--- src/rtl/multdiv_iterative.sv ---
// multdiv_iterative: multicycle signed multiply (shift-add) / divide (restoring), one bit per cycle.
module multdiv_iterative #(
  parameter int WIDTH = 32
) (
  input  logic             clk,
  input  logic             reset,
  input  logic [WIDTH-1:0] data_operandA,
  input  logic [WIDTH-1:0] data_operandB,
  input  logic             ctrl_MULT,
  input  logic             ctrl_DIV,
  output logic [WIDTH-1:0] data_result,
  output logic             data_exception,
  output logic             data_resultRDY,
  output logic             busy
);
  localparam int CW = $clog2(WIDTH) + 1;
  localparam logic [CW-1:0] LAST = CW'(WIDTH - 1);
  typedef enum logic [1:0] {IDLE, MUL, DIV, DONE} state_t;
  state_t state;
  logic [CW-1:0] cnt;
  logic [WIDTH:0] a_mag, b_mag, hi, sa, sb, ma, mb, dsh;
  logic [WIDTH-1:0] lo, q;
  logic [WIDTH+1:0] msum, ddiff;
  logic [2*WIDTH-1:0] pm, ps;
  logic neg_a, neg_b, neg, is_div, start;
  // hi:lo is the product accumulator for multiply and the remainder:quotient pair for divide
  always_comb begin
    start = ctrl_MULT ^ ctrl_DIV;
    sa = {data_operandA[WIDTH-1], data_operandA};
    sb = {data_operandB[WIDTH-1], data_operandB};
    ma = sa[WIDTH] ? -sa : sa;
    mb = sb[WIDTH] ? -sb : sb;
    neg = neg_a ^ neg_b;
    msum = {1'b0, hi} + (lo[0] ? {1'b0, a_mag} : '0);
    dsh = {hi[WIDTH-1:0], lo[WIDTH-1]};
    ddiff = {1'b0, dsh} - {1'b0, b_mag};
    pm = {hi[WIDTH-1:0], lo};
    ps = neg ? -pm : pm;
    q = neg ? -lo : lo;
  end
  always_ff @(posedge clk) begin
    if (reset) begin
      state <= IDLE;
      cnt <= '0;
      data_result <= '0;
      data_exception <= 1'b0;
      data_resultRDY <= 1'b0;
      busy <= 1'b0;
    end else begin
      data_resultRDY <= 1'b0;
      if (start) begin
        state <= ctrl_DIV ? DIV : MUL;
        is_div <= ctrl_DIV;
        cnt <= '0;
        busy <= 1'b1;
        neg_a <= data_operandA[WIDTH-1];
        neg_b <= data_operandB[WIDTH-1];
        a_mag <= ma;
        b_mag <= mb;
        hi <= '0;
        lo <= ctrl_DIV ? ma[WIDTH-1:0] : mb[WIDTH-1:0];
      end else if (state == MUL || state == DIV) begin
        cnt <= cnt + CW'(1);
        if (state == MUL) begin
          hi <= msum[WIDTH+1:1];
          lo <= {msum[0], lo[WIDTH-1:1]};
        end else begin
          hi <= ddiff[WIDTH+1] ? dsh : ddiff[WIDTH:0];
          lo <= {lo[WIDTH-2:0], ~ddiff[WIDTH+1]};
        end
        if (cnt == LAST) begin
          state <= DONE;
          busy <= 1'b0;
        end
      end else if (state == DONE) begin
        state <= IDLE;
        data_resultRDY <= 1'b1;
        data_result <= !is_div ? ps[WIDTH-1:0] : (b_mag == '0 ? '0 : q);
        // a positive quotient of magnitude 2^(WIDTH-1) only arises from MIN / -1
        data_exception <= !is_div ? !(&ps[2*WIDTH-1:WIDTH-1] || ~|ps[2*WIDTH-1:WIDTH-1])
                                  : (b_mag == '0 || (!neg && lo[WIDTH-1]));
      end
    end
  end
endmodule

--- config.mk ---
export PLATFORM = sky130hd
export DESIGN_NAME = multdiv_iterative
export DESIGN_NICKNAME = d
export VERILOG_FILES = /design/src/rtl/multdiv_iterative.sv
export SDC_FILE = /design/constraint.sdc
export NUM_CORES = 1
export LEC_CHECK = 0
export BUFFER_PORTS_ARGS = -buffer_cell sky130_fd_sc_hd__clkbuf_2
export CAP_MARGIN = 20
export CORE_ASPECT_RATIO = 1.1
export CORE_MARGIN = 3
export CORE_UTILIZATION = 56
export CTS_CLUSTER_DIAMETER = 150
export CTS_CLUSTER_SIZE = 24
export DETAILED_ROUTE_END_ITERATION = 6
export PLACE_DENSITY = 0.83
export SLEW_MARGIN = 20
export SYNTH_ARGS = -nofsm -noshare
export SYNTH_HDL_FRONTEND = slang
export SYNTH_SLANG_ARGS = --single-unit
--- constraint.sdc ---
create_clock -name clk -period 5.3 [get_ports clk]
set_input_delay 0.53 -clock clk [delete_from_list [all_inputs] [get_ports clk]]
set_output_delay 0.53 -clock clk [all_outputs]
set_load 0.1 [all_outputs]
==> flow_summary.json <==
{
  "synth-main-ff-cell": "edfxtp_1",
  "postSynthCellCount": 1638,
  "place.gp.congestion": 1.00,
  "drv_slew": 0,
  "outcome": "finished clean",
  "ys_types": 79,
  "clk_latency_ns": 0.45,
  "cts_max_level": 4,
  "drive_gt1_frac": 0.109,
  "grt_overflow": 0,
  "path_buf_inv": 1,
  "grt_pass1_wl_um": 67200,
  "async_flop_share": 0,
  "path_max_fanout": 32,
  "grt_start_max_net_pins": 66,
  "ioPinCount": 103,
  "antenna_left": 0,
  "critical-path-top-delay-family": "compound AO/OA/AOI/OAI gates",
  "clock.fmax_mhz": 221,
  "yosysWarnings": 0,
  "yosys.area.top_type": "edfxtp_1",
  "dp_hpwl_um": 31700,
  "worst_pin_slew_ns": 1.10,
  "synth-edff-count": 134,
  "setup_viol": 0,
  "worstPathRequired_ns": 5.57,
  "grtUsageMet3": 0.0469,
  "post_cts_resized": 0,
  "grt.total_usage": 0.307,
  "hold_viol_final": 0,
  "fin_crit_sh": 0.855,
  "crit_slowest_cell": "a311oi_1",
  "top_usage_layer": "met2",
  "timing.hold.ws_ns": 0.342,
  "first_pass_iters": 6,
  "peakVddDrop_uv": 232,
  "port_buffers": 102,
  "crit_arrival_ns": 4.80,
  "min_path_type": "input port to flip-flop",
  "avgRoutedWirePerCell_um": 21.0,
  "synth_top_area_frac": 0.283,
  "min_period_ns": 4.53,
  "synth-seq-cells": 177,
  "fin_skew_ns": 0.0137,
  "viasPerCell": 6.66,
  "critPathMostFrequentCell": "a211oi_1",
  "drv_cap": 0,
  "clock-root-buffer": "clkbuf_16",
  "clockBufferDepth": 2,
  "nFillCells": 2037,
  "criticalPathCategory": "flip-flop to flip-flop",
  "max-slew-margin-rel": 0.261,
  "routed-via-count": 13400,
  "dieHeight_um": 173,
  "clk_pin_slew_ns": 0.07,
  "nets": 1829,
  "drtIter0Drc": 1518,
  "crit_chain": "ha_1 -> o21a_1 -> o31a_1 -> o2111ai_1 -> a211oi_1 -> o2111ai_1 -> a311oi_1 -> a21oi_4 -> buf_12 -> a211oi_1 -> a211oi_1 -> a211oi_1",
  "leakagePower_nw": 5.96,
  "n_antenna_cell": 0,
  "drc": 0,
  "synth_most_common_cell": "nand2_1",
  "grt_use_met2": 0.482,
  "rsz0062_at_grt": "false",
  "grt_pass1_vias": 12500,
  "wirelength_um": 42300,
  "yosysSeqAreaShare": 0.343,
  "area_growth_syn_to_layout_pct": 9.67,
  "utilization": 0.632,
  "row_count": 60,
  "cts_setup_buffers": 0,
  "critPathMaxStageDelay_ns": 0.72,
  "p_total_mw": 4.66,
  "powerDensity_nw_per_um2": 299,
  "synthTopCellsByCount": "nand2_1, edfxtp_1, o21ai_0, nor2_1, xnor2_1",
  "die-width_um": 158,
  "cts.sinks": 177,
  "cts_buffers": 17,
  "core_area_sq_um": 24700,
  "yosys-top-cells-area": "edfxtp_1, xnor2_1, ha_1",
  "fin_tns_setup_ns": 0,
  "postSynthAreaPerCell_sq_um": 8.69,
  "place_area_sq_um": 15000,
  "antenna_found_initial": 1,
  "cts_tree": "done",
  "synth_area_sq_um": 14200,
  "start_util": 0.576,
  "dieArea_sq_um": 27400,
  "critPathCaptureType": "flip-flop",
  "grt_util_met1": 0.433,
  "critPathLaunchType": "flip-flop",
  "holdBufCountCts": 0,
  "fin_area_sq_um": 15600
}
report_power, final:
part / switching [mW] / total [mW] / internal (mW) / leakage, nW
registers: 0.155 / 1.80 / 1.64 / 1.61
logic: 0.949 / 1.56 / 0.615 / 4.05
clock network: 0.615 / 1.30 / 0.686 / 0.298
total: 1.72 / 4.66 / 2.94 / 5.96
cell usage in the layout, fill, tap and decap left out, types with 15 or more instances in the layout:
cell / count
inv_1: 63
o31ai_1: 22
nor3_1: 36
o211ai_1: 34
a31oi_1: 19
a21oi_1: 94
clkbuf_2: 102
ha_1: 71
a22oi_1: 32
nand3_1: 32
o21ai_0: 134
mux2i_1: 37
or3_1: 21
clkbuf_16: 17
nand2b_1: 15
xnor2_1: 110
edfxtp_1: 134
and2_1: 40
xor2_1: 52
a211oi_1: 43
dfxtp_1: 43
nor2_1: 124
and3_1: 18
nor4_1: 23
a21o_1: 36
nand2_1: 141
stage by stage:
stage          cells  setup WS, ns
2_1_floorplan   1639         0.165
3_3_place_gp    1977         0.929
3_5_place_dp    1977         0.769
4_1_cts         2009         0.743
5_1_grt         2010         0.370
6_report        2010         0.767
path summary, 6_finish.rpt:
check / start / endpoint / slack, ns / depth (start not counted)
worst max-delay path: hi[1] / hi[3] / 0.77 / 12
worst min-delay path: data_operandA[0] / a_mag[0] / 0.34 / 1
worst max register to register: hi[1] / hi[3] / 0.77 / 12
worst min register to register: busy / busy / 0.49 / 2
cells by family after synthesis:
group           count (synthesis)  share of synthesized area
flops                         177                      0.343
simple gates                  524                      0.189
mux                            39                     0.0276
buf+inv                       153                     0.0411
fa+ha+maj                      74                     0.0661
xor+xnor                      165                      0.102
other cells                     1                   0.000263
compound gates                505                      0.231
sequential cells by signal, indices dropped and copies added, names as in the netlist:
name / count
a_mag: 33
neg_b: 1
b_mag: 33
lo: 32
state: 2
data_exception: 1
hi: 33
is_div: 1
data_resultRDY: 1
busy: 1
cnt: 6
data_result: 32
neg_a: 1
layout make-up:
cell class / count / area [sq um] / share of cell area
Clock buffer: 18 / 439 / 0.0281
Clock inverter: 14 / 168 / 0.0107
Inverter: 64 / 240 / 0.0154
Multi-Input combinational cell: 1309 / 8830 / 0.566
Sequential cell: 177 / 4880 / 0.313
Tap cell: 310 / 388 / 0.0248
Timing Repair Buffer: 118 / 663 / 0.0425
per-layer routing:
layer	vias up	share of wire
li1	6203	-
met1	6309	0.41
met2	769	0.46
met3	101	0.091
met4	2	0.032
met5	-	0.00045
worst reg2reg max path, stage by stage, from the launching register on:
cell       delay (ns)
edfxtp_1         0.57
ha_1             0.42
o21a_1           0.14
o31a_1           0.19
o2111ai_1        0.22
a211oi_1         0.57
o2111ai_1        0.23
a311oi_1         0.72
a21oi_4          0.38
buf_12           0.29
a211oi_1         0.27
a211oi_1         0.10
a211oi_1         0.26
No activity file was read; power rests on OpenSTA's default activity.
